File: src/rtl/fetch_decode_latch_pkg.sv
// Shared definitions for the fetch stage: PC width, NOP encoding and fetch FSM states.
package fetch_decode_latch_pkg;

  localparam int unsigned PC_W = 16;
  localparam int unsigned CNT_W = 3;
  localparam logic [PC_W-1:0] NOP_INSTR_DEF = 16'h0800;

  typedef enum logic [1:0] {
    ST_RUN   = 2'd0,
    ST_STALL = 2'd1,
    ST_HALT  = 2'd2
  } fetch_state_e;

endpackage

File: src/rtl/fetch_decode_latch_if.sv
// Fetch/decode boundary bus: hazard/redirect inputs in, PC and IF/ID latch out.
interface fetch_decode_latch_if;
  import fetch_decode_latch_pkg::*;

  logic            insert_nop;
  logic            br_taken;
  logic [PC_W-1:0] br_target;
  logic            halt_dec;
  logic [PC_W-1:0] instr_in;
  logic [PC_W-1:0] pc_out;
  logic [PC_W-1:0] if_id_instr;
  logic [PC_W-1:0] if_id_pc_plus2;
  logic            if_id_valid;
  logic            id_ex_bubble;
  logic            halted;

  modport master (
    output insert_nop, br_taken, br_target, halt_dec, instr_in,
    input  pc_out, if_id_instr, if_id_pc_plus2, if_id_valid, id_ex_bubble, halted
  );

  modport slave (
    input  insert_nop, br_taken, br_target, halt_dec, instr_in,
    output pc_out, if_id_instr, if_id_pc_plus2, if_id_valid, id_ex_bubble, halted
  );

endinterface

File: src/rtl/fetch_decode_latch_stall_counter.sv
// 3-bit loadable down-counter that sequences the fetch stall; saturates at zero.
module stall_counter
  import fetch_decode_latch_pkg::*;
(
  input  logic             clk,
  input  logic             rst,
  input  logic             load,
  input  logic [CNT_W-1:0] load_val,
  input  logic             dec,
  output logic [CNT_W-1:0] count,
  output logic             zero
);

  logic [CNT_W-1:0] cnt;

  always_ff @(posedge clk or posedge rst) begin
    if (rst) begin
      cnt <= '0;
    end else if (load) begin
      cnt <= load_val;
    end else if (dec && (cnt != '0)) begin
      cnt <= cnt - CNT_W'(1);
    end
  end

  assign count = cnt;
  assign zero  = (cnt == '0);

endmodule

File: src/rtl/fetch_decode_latch.sv
// Fetch PC register and IF/ID latch with hazard stall stretching, redirect flush and HALT freeze.
module fetch_decode_latch
  import fetch_decode_latch_pkg::*;
#(
  parameter int unsigned     STALL_CYCLES = 3,
  parameter logic [PC_W-1:0] RESET_PC     = 16'h0000,
  parameter logic [PC_W-1:0] NOP_INSTR    = NOP_INSTR_DEF
) (
  input logic                 clk,
  input logic                 rst,
  fetch_decode_latch_if.slave bus
);

  localparam logic [CNT_W-1:0] RELOAD = CNT_W'(STALL_CYCLES - 1);

  fetch_state_e     state;
  logic [PC_W-1:0]  pc;
  logic [PC_W-1:0]  pc_plus2;
  logic [PC_W-1:0]  ifid_instr;
  logic [PC_W-1:0]  ifid_pc2;
  logic             ifid_valid;
  logic             halted_q;
  logic             bubble;
  logic             cnt_load;
  logic             cnt_dec;
  logic [CNT_W-1:0] cnt_val;
  logic [CNT_W-1:0] cnt;
  logic             cnt_zero;
  logic             stall_done;

  assign pc_plus2 = pc + PC_W'(2);
  // STALL lasts STALL_CYCLES-1 cycles after the pulse cycle, so leave when the count is about to hit zero.
  assign stall_done = cnt_zero || (cnt == CNT_W'(1));

  always_comb begin
    bubble   = 1'b0;
    cnt_load = 1'b0;
    cnt_dec  = 1'b0;
    cnt_val  = RELOAD;
    if (state != ST_HALT) begin
      if (bus.halt_dec || bus.br_taken) begin
        cnt_load = 1'b1;
        cnt_val  = '0;
      end else if (bus.insert_nop) begin
        bubble   = 1'b1;
        cnt_load = 1'b1;
      end else if (state == ST_STALL) begin
        bubble  = 1'b1;
        cnt_dec = 1'b1;
      end
    end
  end

  stall_counter u_stall_counter (
    .clk      (clk),
    .rst      (rst),
    .load     (cnt_load),
    .load_val (cnt_val),
    .dec      (cnt_dec),
    .count    (cnt),
    .zero     (cnt_zero)
  );

  always_ff @(posedge clk or posedge rst) begin
    if (rst) begin
      state      <= ST_RUN;
      pc         <= RESET_PC;
      ifid_instr <= NOP_INSTR;
      ifid_pc2   <= '0;
      ifid_valid <= 1'b0;
      halted_q   <= 1'b0;
    end else begin
      case (state)
        ST_RUN, ST_STALL: begin
          if (bus.halt_dec) begin
            state      <= ST_HALT;
            halted_q   <= 1'b1;
            ifid_instr <= NOP_INSTR;
            ifid_pc2   <= '0;
            ifid_valid <= 1'b0;
          end else if (bus.br_taken) begin
            state      <= ST_RUN;
            pc         <= bus.br_target;
            ifid_instr <= NOP_INSTR;
            ifid_pc2   <= '0;
            ifid_valid <= 1'b0;
          end else if (bus.insert_nop) begin
            state <= (STALL_CYCLES > 1) ? ST_STALL : ST_RUN;
          end else if (state == ST_STALL) begin
            if (stall_done) state <= ST_RUN;
          end else begin
            pc         <= pc_plus2;
            ifid_instr <= bus.instr_in;
            ifid_pc2   <= pc_plus2;
            ifid_valid <= 1'b1;
          end
        end
        ST_HALT: ;
        default: state <= ST_RUN;
      endcase
    end
  end

  assign bus.pc_out         = pc;
  assign bus.if_id_instr    = ifid_instr;
  assign bus.if_id_pc_plus2 = ifid_pc2;
  assign bus.if_id_valid    = ifid_valid;
  assign bus.id_ex_bubble   = bubble;
  assign bus.halted         = halted_q;

endmodule

File: src/flat_wrapper.sv
// flat-port wrapper written by rule: the top's interface ports become plain ports
module fetch_decode_latch_flat import fetch_decode_latch_pkg::*;
#(
  parameter int unsigned     STALL_CYCLES = 3,
  parameter logic [PC_W-1:0] RESET_PC     = 16'h0000,
  parameter logic [PC_W-1:0] NOP_INSTR    = NOP_INSTR_DEF
)
  (clk, rst, bus_insert_nop, bus_br_taken, bus_br_target, bus_halt_dec, bus_instr_in, bus_pc_out, bus_if_id_instr, bus_if_id_pc_plus2, bus_if_id_valid, bus_id_ex_bubble, bus_halted);
  fetch_decode_latch_if bus_i ();
  input logic clk;
  input logic rst;
  input wire logic [$bits(bus_i.insert_nop)-1:0] bus_insert_nop;
  input wire logic [$bits(bus_i.br_taken)-1:0] bus_br_taken;
  input wire logic [$bits(bus_i.br_target)-1:0] bus_br_target;
  input wire logic [$bits(bus_i.halt_dec)-1:0] bus_halt_dec;
  input wire logic [$bits(bus_i.instr_in)-1:0] bus_instr_in;
  output wire logic [$bits(bus_i.pc_out)-1:0] bus_pc_out;
  output wire logic [$bits(bus_i.if_id_instr)-1:0] bus_if_id_instr;
  output wire logic [$bits(bus_i.if_id_pc_plus2)-1:0] bus_if_id_pc_plus2;
  output wire logic [$bits(bus_i.if_id_valid)-1:0] bus_if_id_valid;
  output wire logic [$bits(bus_i.id_ex_bubble)-1:0] bus_id_ex_bubble;
  output wire logic [$bits(bus_i.halted)-1:0] bus_halted;
  assign bus_i.insert_nop = bus_insert_nop;
  assign bus_i.br_taken = bus_br_taken;
  assign bus_i.br_target = bus_br_target;
  assign bus_i.halt_dec = bus_halt_dec;
  assign bus_i.instr_in = bus_instr_in;
  assign bus_pc_out = bus_i.pc_out;
  assign bus_if_id_instr = bus_i.if_id_instr;
  assign bus_if_id_pc_plus2 = bus_i.if_id_pc_plus2;
  assign bus_if_id_valid = bus_i.if_id_valid;
  assign bus_id_ex_bubble = bus_i.id_ex_bubble;
  assign bus_halted = bus_i.halted;
  fetch_decode_latch #(.STALL_CYCLES(STALL_CYCLES), .RESET_PC(RESET_PC), .NOP_INSTR(NOP_INSTR)) u_core (.clk(clk), .rst(rst), .bus(bus_i));
endmodule
File: config.mk
export PLATFORM = sky130hd
export DESIGN_NAME = fetch_decode_latch_flat
export DESIGN_NICKNAME = d
export VERILOG_FILES = /design/src/rtl/fetch_decode_latch_pkg.sv /design/src/rtl/fetch_decode_latch_if.sv /design/src/rtl/fetch_decode_latch_stall_counter.sv /design/src/rtl/fetch_decode_latch.sv /design/src/flat_wrapper.sv
export SDC_FILE = /design/constraint.sdc
export NUM_CORES = 1
export LEC_CHECK = 0
export ABC_AREA = 1
export BUFFER_PORTS_ARGS = -buffer_cell sky130_fd_sc_hd__buf_2
export CAP_MARGIN = 5
export CELL_PAD_IN_SITES_DETAIL_PLACEMENT = 2
export CELL_PAD_IN_SITES_GLOBAL_PLACEMENT = 2
export CORE_MARGIN = 2
export CORE_UTILIZATION = 30
export DETAILED_ROUTE_END_ITERATION = 6
export PLACE_DENSITY = 0.9
export SLEW_MARGIN = 20
export SYNTH_ARGS = -nofsm -noshare
export SYNTH_HDL_FRONTEND = slang
export SYNTH_SLANG_ARGS = --single-unit
File: constraint.sdc
create_clock -name clk -period 3.15 [get_ports clk]
set_input_delay 0.1575 -clock clk [delete_from_list [all_inputs] [get_ports clk]]
set_output_delay 0.1575 -clock clk [all_outputs]
set_load 0.05 [all_outputs]
Word-level counts from Yosys, hierarchy flattened
Index checks and enable logic that the tools add are counted.
Storage, ports and cells
  output and inout port bits: 51
  memories kept: 0
  ROM bits: 0
  logic and storage cells: 66
  bits of input ports: 37
  bits in latches: 0
  bits in registers: 55
  memory bits (writable): 0
Cells by class
  bitwise logic cells: 2
  div/mod/pow operators: 0
  add/sub/neg operators: 2
  muxes and demuxes: 33
  multipliers: 0
  magnitude comparators: 0
  eq/ne operators: 10
  shifts and indexed selects: 0
  reductions and logical operators: 12
Operator list (count)
  16-bit 2-to-1 mux: 9
  16-bit by 2-bit adder with 16-bit output (second input constant): 1
  1-bit 2-to-1 mux: 14
  2-bit 2-to-1 mux: 6
  5-bit by 4-bit inequality test with 1-bit output (second input constant): 2
  3-bit 2-to-1 mux: 3
  3-bit AND reduction: 2
  2-bit inequality test (second input constant): 2
  2-bit one-hot mux with 2 select lines: 1
  4-bit AND reduction: 1
  3-bit by 1-bit == test with 1-bit output (second input constant): 1
  3-bit logical NOT: 1
  3-bit by 1-bit inequality test with 1-bit output (second input constant): 1
  3-bit inequality test (second input constant): 1
  3-bit nonzero test: 1
  3-bit by 1-bit subtractor with 3-bit output (second input constant): 1
  2-bit by 1-bit == test with 1-bit output (second input constant): 1
  2-bit == test (second input constant): 1
  2-bit logical NOT: 1
  1-bit logical OR: 2
  2-bit by 1-bit inequality test with 1-bit output (second input constant): 1
  1-bit NOT: 2
  2-bit AND reduction: 1
  2-bit nonzero test: 1
  other kinds (2): 2

Logic depth before layout (Yosys ltp)
  word-level depth: 8
  mapped depth: 9
  mapped depth without buffers: 9

Modules after synthesis
From an unflattened synthesis, not the netlist that was laid out.
Unflattened totals
  cell total of the unflattened synthesis: 341
  area total of the unflattened synthesis: 2693.8 sq um
By module, submodules not included
  fetch_decode_latch: cells each 313, sequential area each 1302.5 sq um, area each 2497.4 sq um, instances 1
  stall_counter: cells each 28, sequential area each 75.1 sq um, area each 196.4 sq um, instances 1

Least setup slack after synthesis
No wires, ideal clock.
  path type: reg2out
  from: register u_core.state[1]
  to: output bus_id_ex_bubble
  cell stages (with the launch flop): 6
  data required time: 2.992 ns
  data arrival time: 1.719 ns
  buffers on the path: 0
  slack: 1.274 ns
  cells stage by stage: dfrtp_1 > inv_2 > nand2_2 > nand2_1 > nand2_1 > nor3_1
Between the ends
  longest elaborated chain between the ends: 5
  elaborated cells between the ends (all ways): 6
  those cells by class: eq/ne: 2; mux: 4
Ends and longest elaborated chain
  start, declared: line fetch_decode_latch.sv:16  | fetch_state_e state;
  start signal, assigned: line fetch_decode_latch.sv:88  | state <= (STALL_CYCLES > 1) ? ST_STALL : ST_RUN;
  2-bit by 1-bit == test with 1-bit output: line fetch_decode_latch.sv:47  | end else if (state == ST_STALL) begin
  1-bit 2-to-1 mux: line fetch_decode_latch.sv:47
  1-bit 2-to-1 mux: line fetch_decode_latch.sv:44  | end else if (bus.insert_nop) begin
  1-bit 2-to-1 mux: line fetch_decode_latch.sv:41  | if (bus.halt_dec || bus.br_taken) begin
  1-bit 2-to-1 mux (*): line fetch_decode_latch.sv:40  | if (state != ST_HALT) begin
  end, declared: line flat_wrapper.sv:21  | output wire logic [$bits(bus_i.id_ex_bubble)-1:0] bus_id_ex_bubble;
Every way passes the cells marked *; elsewhere a longest branch is shown, timed or not.

Worst setup path after layout
  from: register u_core.state[1]
  to: register u_core.pc[2], in the netlist u_core.bus.pc_out[2]
Between the ends
  longest elaborated chain between the ends: 3
  elaborated cells between the ends (all ways): 5
  those cells by class: eq/ne: 2; reduce/logical: 3
Ends and longest elaborated chain
  2-bit by 1-bit == test with 1-bit output or 2-bit logical NOT (tied branches): line fetch_decode_latch.sv:73, fetch_decode_latch.sv:89
  2-bit inequality test (no source line) or 2-bit OR reduction (tied branches)
  4-bit AND reduction (no source line) (*)
  end signal, assigned: line fetch_decode_latch.sv:83  | pc <= bus.br_target;
  end signal, assigned: line fetch_decode_latch.sv:92  | pc <= pc_plus2;
  end, declared: line fetch_decode_latch.sv:17  | logic [PC_W-1:0] pc;
Marked as above.
A chain may end at the register's enable or synchronous reset.

==> run metrics <==
worst endpoint data arrival time roughly 2.1 ns; highest clock frequency the design can meet 534 MHz; layout cell share with drive strength beyond 1 25.4%; Final min period approximately 1.9 ns; net count of the finished layout 462; number of top-level pins 88; Die X between 90 and 100 µm; average wire length per cell after detail routing 16.5 µm; Final HPWL DP 6.35 mm; Worst-Margin Slew 0.807 ns; Detailed Route Iter0 Violations 43; wire length of the first global-routing pass 14.5 mm; Post-Synthesis Cell Area 2650 µm²; proportion of netlist area held by the largest area contributor 51.0%; worst clock skew just under 0.004 ns; dominant cells by area after synthesis sky130_fd_sc_hd__dfrtp_1, sky130_fd_sc_hd__nand2_1, sky130_fd_sc_hd__nand3_1, sky130_fd_sc_hd__inv_1, sky130_fd_sc_hd__nor2_1; Async S/R FF share, synth 100%; vias in the first global route 2,812; area of the die roughly 9600 µm²; summed negative setup slack over all endpoints 0 ns; share of the yosys chip area belonging to registers 52.0%; DRC violation count after routing 0; Worst-path clk slew 0.10 ns; area post-placement 3150 µm²; min setup slack post-route 1.28 ns; critical-path maximum fanout 30; ratio of total power to cell area 1010 nW/µm²; DRT antenna net count 0; Seq cells post-synth 55; via total after detailed routing between 2,000 and 3,000; Layout area overhead 23.1%; startpoint type of the worst setup path register; number of buffers on the longest clock path 2; Hold-fix buffers, CTS 0; worst-skew pair later-pin latency 0.32 ns; RePlAce Congestion 0.772; Routed Wire Length 8.76 mm; Vias/cell 4.84; number of buffers inserted during clock tree synthesis 5; sum of internal, switching and leakage power 3.31 mW; category of the critical setup timing path reg -> reg; ant diodes 0; CTS resizes 0; effective utilization at floorplan 30.7%; yosys synthesis warning count 0; most common cell in the netlist sky130_fd_sc_hd__nand2_1; height of the chip 98.0 µm; Cell Rows 34; initial antenna violation count 0; post-synth top area cell sky130_fd_sc_hd__dfrtp_1; clock tree from TritonCTS yes; CTS Root Buffer Type sky130_fd_sc_hd__clkbuf_8; net count of the mapped netlist 375; Final Hold Viols 35; worst relative slew slack 46.1%; core outline area 8640 µm²; first-pass iteration count of the detailed router 4; hold slack final -0.0130 ns; number of instances in the synthesized netlist 334; CP peak stage delay a little over 0.6 ns; Pleak roughly 1.9 nW; Clock H-tree levels 2; class of the most critical hold timing path in -> async; unrepaired setup endpoints after global routing false; max-slew violation count 0; Post-synth EDFFs 0; I/O Buffers 87; clk sink count 55; overall global routing resource usage 18.9%; Setup Buffers After CTS 0; Max-cap violations 0; cell repeated most along the worst path sky130_fd_sc_hd__nor2_1; final worst-path cycle share between 50% and 60%; count of buffering cells on the critical path with inverters included 1; Peak supply drop 311 µV; number of unique standard cell types used by synthesis 26; CP delay by family, top simple AND/OR/NAND/NOR gates; ordered cell list for the critical path nor2_2, nand3_2, nor2_4, inv_2, nor2_1, nor2_1; CP max stage cell sky130_fd_sc_hd__nor2_4; most instantiated cells after synthesis sky130_fd_sc_hd__nand2_1, sky130_fd_sc_hd__dfrtp_1, sky130_fd_sc_hd__inv_1, sky130_fd_sc_hd__nand3_1, sky130_fd_sc_hd__nor2_1; DP Worst Slack ~1.3 ns; Congestion Overflow GR 0; Most used DFF post-synth sky130_fd_sc_hd__dfrtp_1; run status complete, but fails checks; required arrival time at the worst endpoint 3.36 ns; Setup-failing EPs final 0; kind of capture point of the worst setup path register; final cell area excluding filler cells 3260 µm²; mean cell area of the mapped netlist 7.93 µm²; failing checks negative hold slack; maximum number of pins on one net before global-route repair 38
-- sequential cells by signal, indices dropped and copies added (netlist names) --
register and count:
u_core.bus.halted 1, u_core.state 2, u_core.bus.if_id_instr 16, u_core.bus.if_id_valid 1, u_core.u_stall_counter.count 3, u_core.bus.pc_out 16
u_core.bus.if_id_pc_plus2 16
-- cells in the final DEF (no fill, tap or decap), drive strengths merged, types with 2 or more instances in the layout --
master	netlist	final
clkbuf	0	6
o21bai	2	2
o21ai	15	15
a21oi	3	3
buf	8	88
inv	33	33
ha	4	4
nand4	6	6
xor2	3	3
nand3	30	30
nor2	24	24
nand2	146	146
dfrtp	54	54
-- cell families (layout without fill, tap and decap cells) --
family	Yosys count	after routing	synth area share (%)
and+or+nand+nor	207	207	32.1
DFF	55	55	52.0
buffers and inverters	41	129	7.79
AOI/OAI and AO/OA	23	23	4.91
adders and majority gates	4	4	1.89
xor gates and xnor gates	4	4	1.32
-- metal layers --
layer	routed length, µm	vias to the layer above	global-route usage [%]	part of all wire [%]
met5	0	-	0	0
met4	82	0	3.85	0.94
met3	268	6	2.58	3.1
met2	4480	55	34.4	51
met1	3920	1296	24.1	45
li1	-	1210	-	-
-- where the power goes --
group | internal, mW | switching (mW) | leakage [nW] | total [mW]
combinational | 0.365 | 1.28 | 1.09 | 1.64
clock | 0.258 | 0.247 | 0.0612 | 0.504
sequential | 0.934 | 0.230 | 0.721 | 1.16
-- per-stage QoR --
step           std cells  utilization, %
6_report             530            37.8
5_1_grt              530            37.8
2_1_floorplan        334               -
3_3_place_gp         522            36.4
3_5_place_dp         522            36.4
4_1_cts              530            37.8
-- layout make-up --
cell class	count	area, µm²
inverters	33	124
clock inverters	2	35.0
well taps	108	135
clock buffers	6	82.6
multi-input cells	238	1070
flip-flops and latches	55	1380
fillers	1056	5370
repair buffers	88	443
-- final timing paths --
kind                                                  startpoint                               endpoint  slack, ns  depth (start not counted)
max                                  u_core.state[1]$_DFFE_PP0P_       u_core.bus.pc_out[2]$_DFFE_PP0P_       1.28                          6
min                                                          rst  u_core.bus.if_id_instr[2]$_DFFE_PP0P_      -0.01                          2
max reg2reg                          u_core.state[1]$_DFFE_PP0P_       u_core.bus.pc_out[2]$_DFFE_PP0P_       1.28                          6
min reg2reg                u_core.bus.if_id_instr[5]$_DFFE_PP0P_  u_core.bus.if_id_instr[5]$_DFFE_PP0P_       0.48                          2
max in group asynchronous                                    rst      u_core.bus.pc_out[13]$_DFFE_PP0P_       2.40                          3
min in group clk                                 bus_instr_in[3]  u_core.bus.if_id_instr[3]$_DFFE_PP0P_       0.04                          3
Note: power is estimated with default switching activity, not from simulation.
